<file path="config.mk">
export PLATFORM = sky130hd
export DESIGN_NAME = serial_add_ctrl
export DESIGN_NICKNAME = d
export VERILOG_FILES = /design/src/rtl/serial_add_pkg.sv /design/src/rtl/fa2_slice.sv /design/src/rtl/serial_add_ctrl.sv
export SDC_FILE = /design/constraint.sdc
export NUM_CORES = 1
export LEC_CHECK = 0
export CAP_MARGIN = 10
export CORE_MARGIN = 2
export CORE_UTILIZATION = 40
export CTS_BUF_LIST = sky130_fd_sc_hd__clkbuf_8 sky130_fd_sc_hd__clkbuf_16
export DETAILED_ROUTE_END_ITERATION = 8
export MAX_ROUTING_LAYER = met4
export PLACE_DENSITY = 0.74
export SYNTH_ARGS = -nofsm -noshare
export SYNTH_HDL_FRONTEND = slang
export SYNTH_HIERARCHICAL = 1
export SYNTH_SLANG_ARGS = --single-unit
</file>
<file path="constraint.sdc">
create_clock -name CLK -period 4.8 [get_ports CLK]
set_clock_uncertainty 0.15 [all_clocks]
set_input_delay 0.48 -clock CLK [delete_from_list [all_inputs] [get_ports CLK]]
set_output_delay 0.48 -clock CLK [all_outputs]
set_load 0.01 [all_outputs]
</file>
<file path="src/rtl/serial_add_pkg.sv">
// Shared types and constants for the serial adder controller.
// Holds the FSM encoding, slice width and counter sizing helper.
package serial_add_pkg;

  typedef enum logic [1:0] {
    IDLE = 2'd0,
    RUN  = 2'd1,
    DONE = 2'd2
  } state_e;

  localparam int SLICE_W = 2;

  // Step counter width: clog2(WIDTH/2), at least one bit.
  function automatic int cnt_w(input int width);
    int steps;
    steps = width / SLICE_W;
    return (steps <= 1) ? 1 : $clog2(steps);
  endfunction

endpackage

</file>
<file path="src/rtl/fa2_slice.sv">
// Combinational 2-bit ripple full adder slice.
// c_msb is the carry into bit 1 (for signed overflow).
module fa2_slice (
  input  logic [1:0] a,
  input  logic [1:0] b,
  input  logic       ci,
  output logic [1:0] s,
  output logic       co,
  output logic       c_msb
);

  assign s[0]  = a[0] ^ b[0] ^ ci;
  assign c_msb = (a[0] & b[0]) | (ci & (a[0] ^ b[0]));
  assign s[1]  = a[1] ^ b[1] ^ c_msb;
  assign co    = (a[1] & b[1]) | (c_msb & (a[1] ^ b[1]));

endmodule

</file>
<file path="src/rtl/serial_add_ctrl.sv">
// Multi-cycle adder: 2 bits per clock through one fa2_slice.
// Define SERIAL_ADD_CTRL_OVF_EN to add the signed-overflow port OVF.
module serial_add_ctrl
  import serial_add_pkg::*;
#(
  parameter int WIDTH = 8
) (
  input  logic             CLK,
  input  logic             RST,
  input  logic             IN_VALID,
  output logic             IN_READY,
  input  logic [WIDTH-1:0] A,
  input  logic [WIDTH-1:0] B,
  input  logic             CIN,
  output logic             OUT_VALID,
  input  logic             OUT_READY,
  output logic [WIDTH-1:0] SUM,
  output logic             COUT,
`ifdef SERIAL_ADD_CTRL_OVF_EN
  output logic             OVF,
`endif
  output logic             BUSY
);

  localparam int STEPS = WIDTH / SLICE_W;
  localparam int CW    = cnt_w(WIDTH);
  localparam logic [CW-1:0] LAST = CW'(STEPS - 1);

  if ((WIDTH < 2) || ((WIDTH % 2) != 0)) begin : g_bad_width
    $error("serial_add_ctrl: WIDTH must be even and >= 2");
  end

  state_e           r_state;
  logic [WIDTH-1:0] r_a;
  logic [WIDTH-1:0] r_b;
  logic             r_c;
  logic [CW-1:0]    r_cnt;
  logic [WIDTH-1:0] r_sum;
  logic             r_cout;
  logic             r_in_ready;
  logic             r_out_valid;
  logic             r_busy;

  logic [1:0]       w_s;
  logic             w_co;
  logic             w_c_msb;
  logic [WIDTH-1:0] w_sum_nxt;

  fa2_slice u_slice (
    .a     (r_a[1:0]),
    .b     (r_b[1:0]),
    .ci    (r_c),
    .s     (w_s),
    .co    (w_co),
    .c_msb (w_c_msb)
  );

  // New slice bits enter the sum register from the top.
  if (WIDTH == SLICE_W) begin : g_sum_w2
    assign w_sum_nxt = w_s;
  end else begin : g_sum_wide
    assign w_sum_nxt = {w_s, r_sum[WIDTH-1:SLICE_W]};
  end

`ifdef SERIAL_ADD_CTRL_OVF_EN
  logic r_ovf;

  // Overflow latched on the final step, held until next result.
  always_ff @(posedge CLK) begin
    if (RST) begin
      r_ovf <= 1'b0;
    end else if (r_state == RUN && r_cnt == LAST) begin
      r_ovf <= w_c_msb ^ w_co;
    end
  end

  assign OVF = r_ovf;
`else
  logic w_unused_cmsb;
  assign w_unused_cmsb = w_c_msb;
`endif

  // Controller FSM with datapath and registered handshake outputs.
  always_ff @(posedge CLK) begin
    if (RST) begin
      r_state     <= IDLE;
      r_a         <= '0;
      r_b         <= '0;
      r_c         <= 1'b0;
      r_cnt       <= '0;
      r_sum       <= '0;
      r_cout      <= 1'b0;
      r_in_ready  <= 1'b1;
      r_out_valid <= 1'b0;
      r_busy      <= 1'b0;
    end else begin
      unique case (r_state)
        IDLE: begin
          if (IN_VALID) begin
            r_a        <= A;
            r_b        <= B;
            r_c        <= CIN;
            r_cnt      <= '0;
            r_state    <= RUN;
            r_in_ready <= 1'b0;
            r_busy     <= 1'b1;
          end
        end
        RUN: begin
          r_a   <= r_a >> SLICE_W;
          r_b   <= r_b >> SLICE_W;
          r_c   <= w_co;
          r_sum <= w_sum_nxt;
          r_cnt <= r_cnt + 1'b1;
          if (r_cnt == LAST) begin
            r_cout      <= w_co;
            r_state     <= DONE;
            r_out_valid <= 1'b1;
          end
        end
        DONE: begin
          if (OUT_READY) begin
            r_state     <= IDLE;
            r_out_valid <= 1'b0;
            r_busy      <= 1'b0;
            r_in_ready  <= 1'b1;
          end
        end
        default: begin
          r_state     <= IDLE;
          r_out_valid <= 1'b0;
          r_busy      <= 1'b0;
          r_in_ready  <= 1'b1;
        end
      endcase
    end
  end

  assign IN_READY  = r_in_ready;
  assign OUT_VALID = r_out_valid;
  assign BUSY      = r_busy;
  assign SUM       = r_sum;
  assign COUT      = r_cout;

endmodule
</file>
=== Yosys cells after proc, flatten, opt, wreduce, memory -nomap -nowiden ===
Cells that the tools add are included.

* Output and inout port bits: 12
* Latch bits: 0
* Memories kept: 0
* ROM bits: 0
* Input bits: 21
* Register bits after elaboration: 33
* Word-level logic and storage cells: 56
* Memory bits (writable): 0

* Reductions and logical operators: 7
* Add/subtract/negate cells: 1
* Shift operators: 0
* Div/mod/pow operators: 0
* Bitwise gates (word level): 12
* Equal/unequal tests: 6
* Muxes and demuxes: 20
* Multiply operators: 0
* $lt $le $gt $ge: 0

{| class="wikitable"
|+ Operator list
! operator !! count
|-
| 8-bit one-hot mux with 2 select lines || 2
|-
| 8-bit 2-to-1 mux || 2
|-
| 1-bit one-hot mux with 3 select lines || 3
|-
| 3-bit AND reduction || 3
|-
| 2-bit 2-to-1 mux || 4
|-
| 1-bit 2-to-1 mux || 6
|-
| 2-bit inequality test, second input constant || 3
|-
| 2-bit one-hot mux with 3 select lines || 1
|-
| 1-bit AND || 4
|-
| 2-bit equality test, second input constant || 2
|-
| 2-bit one-hot mux with 2 select lines || 1
|-
| 2-bit AND reduction || 2
|-
| 1-bit bitwise XOR || 4
|-
| 2-bit by 1-bit adder with 2-bit output, second input constant || 1
|-
| 2-bit by 1-bit equality test with 1-bit output, second input constant || 1
|-
| 2-bit zero test || 1
|-
| 1-bit inverter || 2
|-
| 1-bit bitwise OR || 2
|-
| 1-bit one-hot mux with 2 select lines || 1
|-
| 2-bit nonzero test || 1
|}

=== Longest topological paths before layout ===
Gate-level depths: netlist of the first run.

* Depth after elaboration: 6
* Depth in mapped cells: 6
* Mapped depth without buffers: 5

=== By module ===
Netlist of the first run, hierarchy kept.

{| class="wikitable"
|+ Modules (own cells, without submodules)
! module !! seq. area each (µm²) !! cells each !! times used !! area an instance (µm²)
|-
| serial_add_ctrl || 660.6 || 147 || 1 || 1386.3
|-
| fa2_slice || 0.0 || 2 || 1 || 40.0
|}

=== Worst setup path before layout of the first run ===
Ideal clock, no wire load.

* Path kind: register -> register
* From: register r_a[0]
* To: register r_c
* Data required time: 4.531 ns
* Buffers on the path: 0
* Slack: 3.203 ns
* Arrival time: 1.329 ns
* Stages on the path, launching flop included: 6
* Path through: dfxtp_1 fa_1 fa_1 inv_1 a21oi_2 o221a_1

* Longest elaborated chain between the ends: 6
* Elaborated cells on any way between the ends: 7
* Classes of those cells: 1 x mux; 6 x bitwise

{| class="wikitable"
|+ Ends and longest elaborated chain
! element !! RTL line !! RTL
|-
| start: declaration || serial_add_ctrl.sv:34 || <nowiki>logic [WIDTH-1:0] r_a;</nowiki>
|-
| start signal: assignment || serial_add_ctrl.sv:110 || <nowiki>r_a <= r_a >> SLICE_W;</nowiki>
|-
| 1-bit bitwise XOR || fa2_slice.sv:13 || <nowiki>assign c_msb = (a[0] & b[0]) | (ci & (a[0] ^ b[0]));</nowiki>
|-
| 1-bit AND || fa2_slice.sv:13 ||
|-
| 1-bit bitwise OR * || fa2_slice.sv:13 ||
|-
| net w_c_msb || serial_add_ctrl.sv:46 || <nowiki>logic w_c_msb;</nowiki>
|-
| 1-bit AND * || fa2_slice.sv:15 || <nowiki>assign co = (a[1] & b[1]) | (c_msb & (a[1] ^ b[1]));</nowiki>
|-
| 1-bit bitwise OR * || fa2_slice.sv:15 ||
|-
| net w_co || serial_add_ctrl.sv:45 || <nowiki>logic w_co;</nowiki>
|-
| 1-bit one-hot mux with 2 select lines * || serial_add_ctrl.sv:97 || <nowiki>unique case (r_state)</nowiki>
|-
| end signal: assignment || serial_add_ctrl.sv:112 || <nowiki>r_c <= w_co;</nowiki>
|-
| end: declaration || serial_add_ctrl.sv:36 || <nowiki>logic r_c;</nowiki>
|}

The timed path passes the listed nets; every way through them passes the cells marked *.
A chain may end at the register's enable or synchronous reset.

=== Final worst setup path of the first run ===
* From: input port IN_VALID
* To: register r_a[3]

* Longest elaborated chain between the ends: 2

{| class="wikitable"
|+ Ends and longest elaborated chain
! element !! RTL line !! RTL
|-
| start: declaration || serial_add_ctrl.sv:10 || <nowiki>input logic IN_VALID,</nowiki>
|-
| 2-bit inequality test (no line) || n/a ||
|-
| 2-bit AND reduction (no line) || n/a ||
|}

No other way between the ends.

==> out/qor.yml, run 1 <==
cts.path.max_buffers: 2
ir_worst_vdd_mv: 0.1595
synth_commonest_cells: "dfxtp_1 (33), nand2_1 (20), a21oi_1 (17)"
die_h_um: 63.72
place.gp.congestion: 0.7822
ys_ff_latch: 33
post-route-util_pct: 53.27
fp.coreArea_um2: 3390
swShare_pct: 25.77
synthToLayoutAreaGrowth_pct: 26.58
p_leak_nw: 0.6518
syn_area_um2: 1426
initial_core_util_pct: 42.08
drtIter0Drc: 55
post_cts_buffers: 0
num_rows: 21
place_hpwl_um: 1988
grt_pass1_vias: 1094
tightest_slew_ns: 0.8421
hold_start: "SUM[1]"
diodes: 0
r2r_cells: 3
p_comb_share_pct: 14.2
arrival_ns: 2.11
p_seq_share_pct: 51.9
ant_nets: 0
synthFlopType: "dfxtp_1"
drv_slew: 0
drcViolationCount: 0
clk_latency_ns: 0.28
clock-sinks: 33
nets: 201
ctsRootBufferMaster: "clkbuf_8"
syn_nets: 173
cts_resized: 0
rsz0062_at_grt: "no"
synth_top_area_cell: "dfxtp_1"
period_share_pct: 42.38
period_needed_ns: 2.034
synth_most_common_cell: "dfxtp_1"
whs_endpoint: "SUM[1]"
cts_buffers: 5
cts_hold_buf: 0
fin_setup_tns_ns: 0
finalHoldViolCount: 0
r2r_end: "r_a[3]"
wl_um: 2864
avgRoutedWirePerCell_um: 12.79
drive_gt1_share_pct: 13.48
p_int_uw: 434.3
reg2reg_slack_ns: 2.93
ios: 33
relSlewSlack_pct: 43.66
grt_pass1_wl_um: 5037
setup_viol: 0
ys_warn_count: 6
grt_usage_pct: 16.49
worstHoldPathCells: 2
yosysSeqAreaShare_pct: 46.32
syn_area_per_cell_um2: 9.573
power.density_nw_per_um2: 324.1
overflow: 0
vias: 1140
htreeDepth: 2
synth_area_leaders: "dfxtp_1 (46%), o221a_1 (7.9%), a21oi_1 (6.0%), a21oi_2 (5.5%), nand2_1 (5.3%)"
via_per_inst: 5.089
dr.pass1.iters: 4
synthDistinctLibCells: 29
start_kind: "primary input"
maxCapViolCount: 0
die_area_um2: 4060
crit_required_ns: 4.87
r2r-start: "r_state[0]"
netlist.area_leader.share_pct: 46.32
cp-end-kind: "register"
grt_max_degree: 34
worstPathMaxFanout: 13
clk_pin_slew_ns: 0.07
status: "finished, final reports clean"
async_flop_share_pct: 0
total_power_uw: 585.1
fmax_ghz: 0.4916
syn_inst: 149
synth_edf_count: 0
port_buffers: 32
cts_tree: "yes"
p_clk_share_pct: 33.8
holdCritPathClass: "register to register"
switchingPower_uw: 150.8
antenna_found_initial: 0
die_w_um: 63.72
critPathKind: "primary input to register"
-- critical path, stage by stage --
cell             delay (ns)
clkdlybuf4s50_1        0.57
nor2_1                 0.08
nor2_1                 0.66
o221a_1                0.32
-- placed cells by master, fill, tap and decap left out, types with 3 or more instances in the layout --
cell,netlist,layout
a22oi_1,4,4
inv_1,14,15
clkdlybuf4s50_1,0,32
clkbuf_8,0,5
nand2_1,20,20
a21oi_1,17,17
o221a_1,10,10
dfxtp_1,33,33
a21oi_2,9,9
nor2_1,9,9
o221a_2,3,3
-- area by class of cell --
class,count,area [um^2]
inverters,14,52.55
clock inverters,3,13.76
flip-flops and latches,33,660.6
fillers,318,1584
multi-input cells,90,624.3
well taps,46,57.56
clock buffers,5,68.82
repair buffers,33,327.8
-- kinds of logic after synthesis --
family                   count (synthesis)  synth area share (%)
AND/OR/NAND/NOR                         38                 12.81
multiplexers                             2                 1.404
adder cells (fa/ha/maj)                  3                 3.684
flip-flops                              33                 46.32
buffers and inverters                   26                 9.911
AO/OA/AOI/OAI                           47                 25.88
-- how the worst max path moves through the flow --
stage,startpoint,end,cells after the start
final,IN_VALID,r_a[3],4
after global routing,IN_VALID,r_a[3],4
after CTS,IN_VALID,r_a[2],4
after detailed placement,IN_VALID,r_a[3],4
after global placement,IN_VALID,r_a[0],4
after floorplan,r_a[0],r_c,5
-- power groups by stage --
stage	registers [mW]	logic, mW	clock network [mW]
after global placement	0.309	0.0807	0
after detailed placement	0.310	0.0840	0
after global routing	0.306	0.0917	0.219
after CTS	0.304	0.0842	0.203
final	0.304	0.0832	0.198
after floorplan	0.308	0.0562	0
-- metal layers --
metal  wire [um]  up-vias  GRT usage (%)
met2        1409       22          25.66
met1        1309      545          19.76
met3          89        7          4.286
li1            -      566              -
met5           0        -              -
met4          55        0          8.152
-- stage by stage --
stage | hold slack [ns] | area [um^2] | instances | setup slack (ns)
final | 0.3046 | 1805 | 224 | 2.766
after global routing | 0.3204 | 1805 | 224 | 2.650
after CTS | 0.3054 | 1805 | 224 | 2.772
after detailed placement | 0.2955 | 1723 | 216 | 2.477
after global placement | 0.2970 | 1723 | 216 | 2.536
after floorplan | 0.3020 | 1426 | 149 | 3.203
-- registers in the layout (all words and copies together) (netlist names) --
signal,count
BUSY,1
COUT,1
IN_READY,1
OUT_VALID,1
SUM,8
r_a,8
r_b,8
r_c,1
r_cnt,2
r_state,2
No activity file was read; power rests on OpenSTA's default activity.
==> run 2: changes to the inputs <==
Clock period 4.8 ns to 2 ns, I/O delays scaled along.
==> run 2 against run 1 <==
Hold slack better by 0.0010 ns. Global-route usage up 0.064 points. Clock-buffer cell count up 1. Register-to-register slack worse by 2.6 ns. Final area up 3.8%. Die area unchanged. First-iteration DRC count down 11%. Core utilization up 2.0 points. Non-clock buffer count up 3. Critical path depth down 2. Total power rose to 2.7 times the previous value.
==> out/qor.yml, run 2 (synthesis gave the netlist of run 1 again) <==
clk_latency_ns: 0.29  # about the same
worstPathMaxFanout: 13  # unchanged
die_h_um: 63.72  # unchanged
drive_gt1_share_pct: 14.92  # +1.4 points
cts.path.max_buffers: 2  # unchanged
ios: 33  # unchanged
drv_slew: 0  # unchanged
wl_um: 2833  # -1.1%
place.gp.congestion: 0.8194  # +4.8%
tightest_slew_ns: 0.7988  # -0.04326 ns
initial_core_util_pct: 42.08  # unchanged
hold_start: "SUM[1]"
post_cts_buffers: 0  # unchanged
start_kind: "register"
ir_worst_vdd_mv: 0.4438  # +180%
setup_viol: 0  # unchanged
htreeDepth: 2  # unchanged
dr.pass1.iters: 4  # unchanged
ant_nets: 0  # unchanged
mostFrequentLayoutCells: "dfxtp_1 (33), clkdlybuf4s50_1 (32), nand2_1 (20), a21oi_1 (17), inv_1 (15)"
nets: 204  # +1.5%
arrival_ns: 1.76  # -0.35 ns
grt_pass1_vias: 1119  # +2.3%
path_cells: "nor2_1 > o221a_2"
cts_buffers: 5  # unchanged
clk_pin_slew_ns: 0.07  # about the same
cts_resized: 0  # unchanged
rsz0062_at_grt: "no"
p_leak_nw: 0.6848  # +5.1%
period_needed_ns: 1.677
final_common_cell: "dfxtp_1"
cpPeakStageDelay_ns: 0.68  # +0.02 ns
status: "finished, final reports clean"
drtIter0Drc: 49  # -11%
startpoint: "r_state[1]"
worstHoldPathCells: 2  # unchanged
place_hpwl_um: 1996  # +0.36%
cp_slowest_cell: "nor2_1"
grt_usage_pct: 16.56  # +0.064 points
synthToLayoutAreaGrowth_pct: 31.40
fmax_ghz: 0.5962
overflow: 0  # unchanged
grt_max_degree: 34  # unchanged
r2r_cells: 2  # -1
finalHoldViolCount: 0  # unchanged
fp.coreArea_um2: 3390  # unchanged
clock-sinks: 33  # unchanged
reg2reg_slack_ns: 0.32  # -2.61 ns
port_buffers: 32  # unchanged
period_share_pct: 83.86
antenna_found_initial: 0  # unchanged
cts_tree: "yes"
avgRoutedWirePerCell_um: 12.48  # -2.4%
num_rows: 21  # unchanged
drcViolationCount: 0  # unchanged
fin_setup_tns_ns: 0  # unchanged
diodes: 0  # unchanged
crit_required_ns: 2.09  # -2.78 ns
relSlewSlack_pct: 46.55  # +2.9 points
whs_endpoint: "SUM[1]"
cts_hold_buf: 0  # unchanged
fill_cells: 297  # -6.6%
dpl-instance-area_um2: 1758  # +2.0%
critPathKind: "register to register"
final_cell_area_um2: 1874  # +3.8%
ctsRootBufferMaster: "clkbuf_8"
via_per_inst: 5.022  # -1.3%
die_w_um: 63.72  # unchanged
cp-end-kind: "register"
total_power_mw: 1.584  # +170%
r2r-start: "r_state[1]"
grt_pass1_wl_um: 5043  # +0.12%
die_area_um2: 4060  # unchanged
vias: 1140  # unchanged
maxCapViolCount: 0  # unchanged
r2r_end: "r_a[0]"
power.density_nw_per_um2: 845.4  # +160%
holdCritPathClass: "register to register"
==> run 2: changes by cell type in the layout (fill, tap and decap cells not counted), sizes merged <==
cell / delta
buf: +3
clkbuf: +1
clkinv: -2
bufinv: +1
==> run 2: per-stage QoR <==
stage	util [%]	setup slack (ns)	std cells	hold WS, ns
floorplan	-	0.4026	149	0.2108
global placement	51.86	0.1439	219	0.2946
detailed placement	51.86	0.08087	219	0.3053
CTS	55.30	0.3143	227	0.3146
global route	55.30	0.1827	227	0.3426
finish	55.30	0.3228	227	0.3057
==> run 2: power by group <==
part	total, mW	switching, mW	internal, mW
Clock	0.647	0.246	0.401
Combinational	0.211	0.0962	0.115
Sequential	0.726	0.0271	0.699
==> run 2: final cells by class <==
type | count | area [um^2] | share of cell area, %
tap | 46 | 57.56 | 3.071
sequential | 33 | 660.6 | 35.25
multi-input combinational | 90 | 624.3 | 33.31
clock inverter | 2 | 33.78 | 1.802
timing repair buffer | 36 | 362.8 | 19.36
inverter | 14 | 52.55 | 2.804
clock buffer | 6 | 82.58 | 4.406
==> run 2: metal layers <==
| layer | wire [um] | share of wire (%) | up-vias | global-route usage, % |
|---|---|---|---|---|
| li1 | - | - | 572 | - |
| met1 | 1317 | 46 | 533 | 19.84 |
| met2 | 1315 | 46 | 28 | 24.61 |
| met3 | 132 | 4.7 | 7 | 6.250 |
| met4 | 66 | 2.3 | 0 | 7.609 |
| met5 | 0 | 0 | - | - |
==> run 2: worst max path at each step <==
stage / end / cells past startpoint
after floorplan: r_c / 5
after global placement: r_a[0] / 4
after detailed placement: r_a[0] / 4
after CTS: r_a[0] / 2
after global routing: r_a[2] / 2
final: r_a[0] / 2
==> run 2: worst max-delay path: cells and delay by family (launching register included) <==
family          cells  cell delay [ns]
simple gates        1             0.68
compound gates      1             0.34
flops               1             0.45
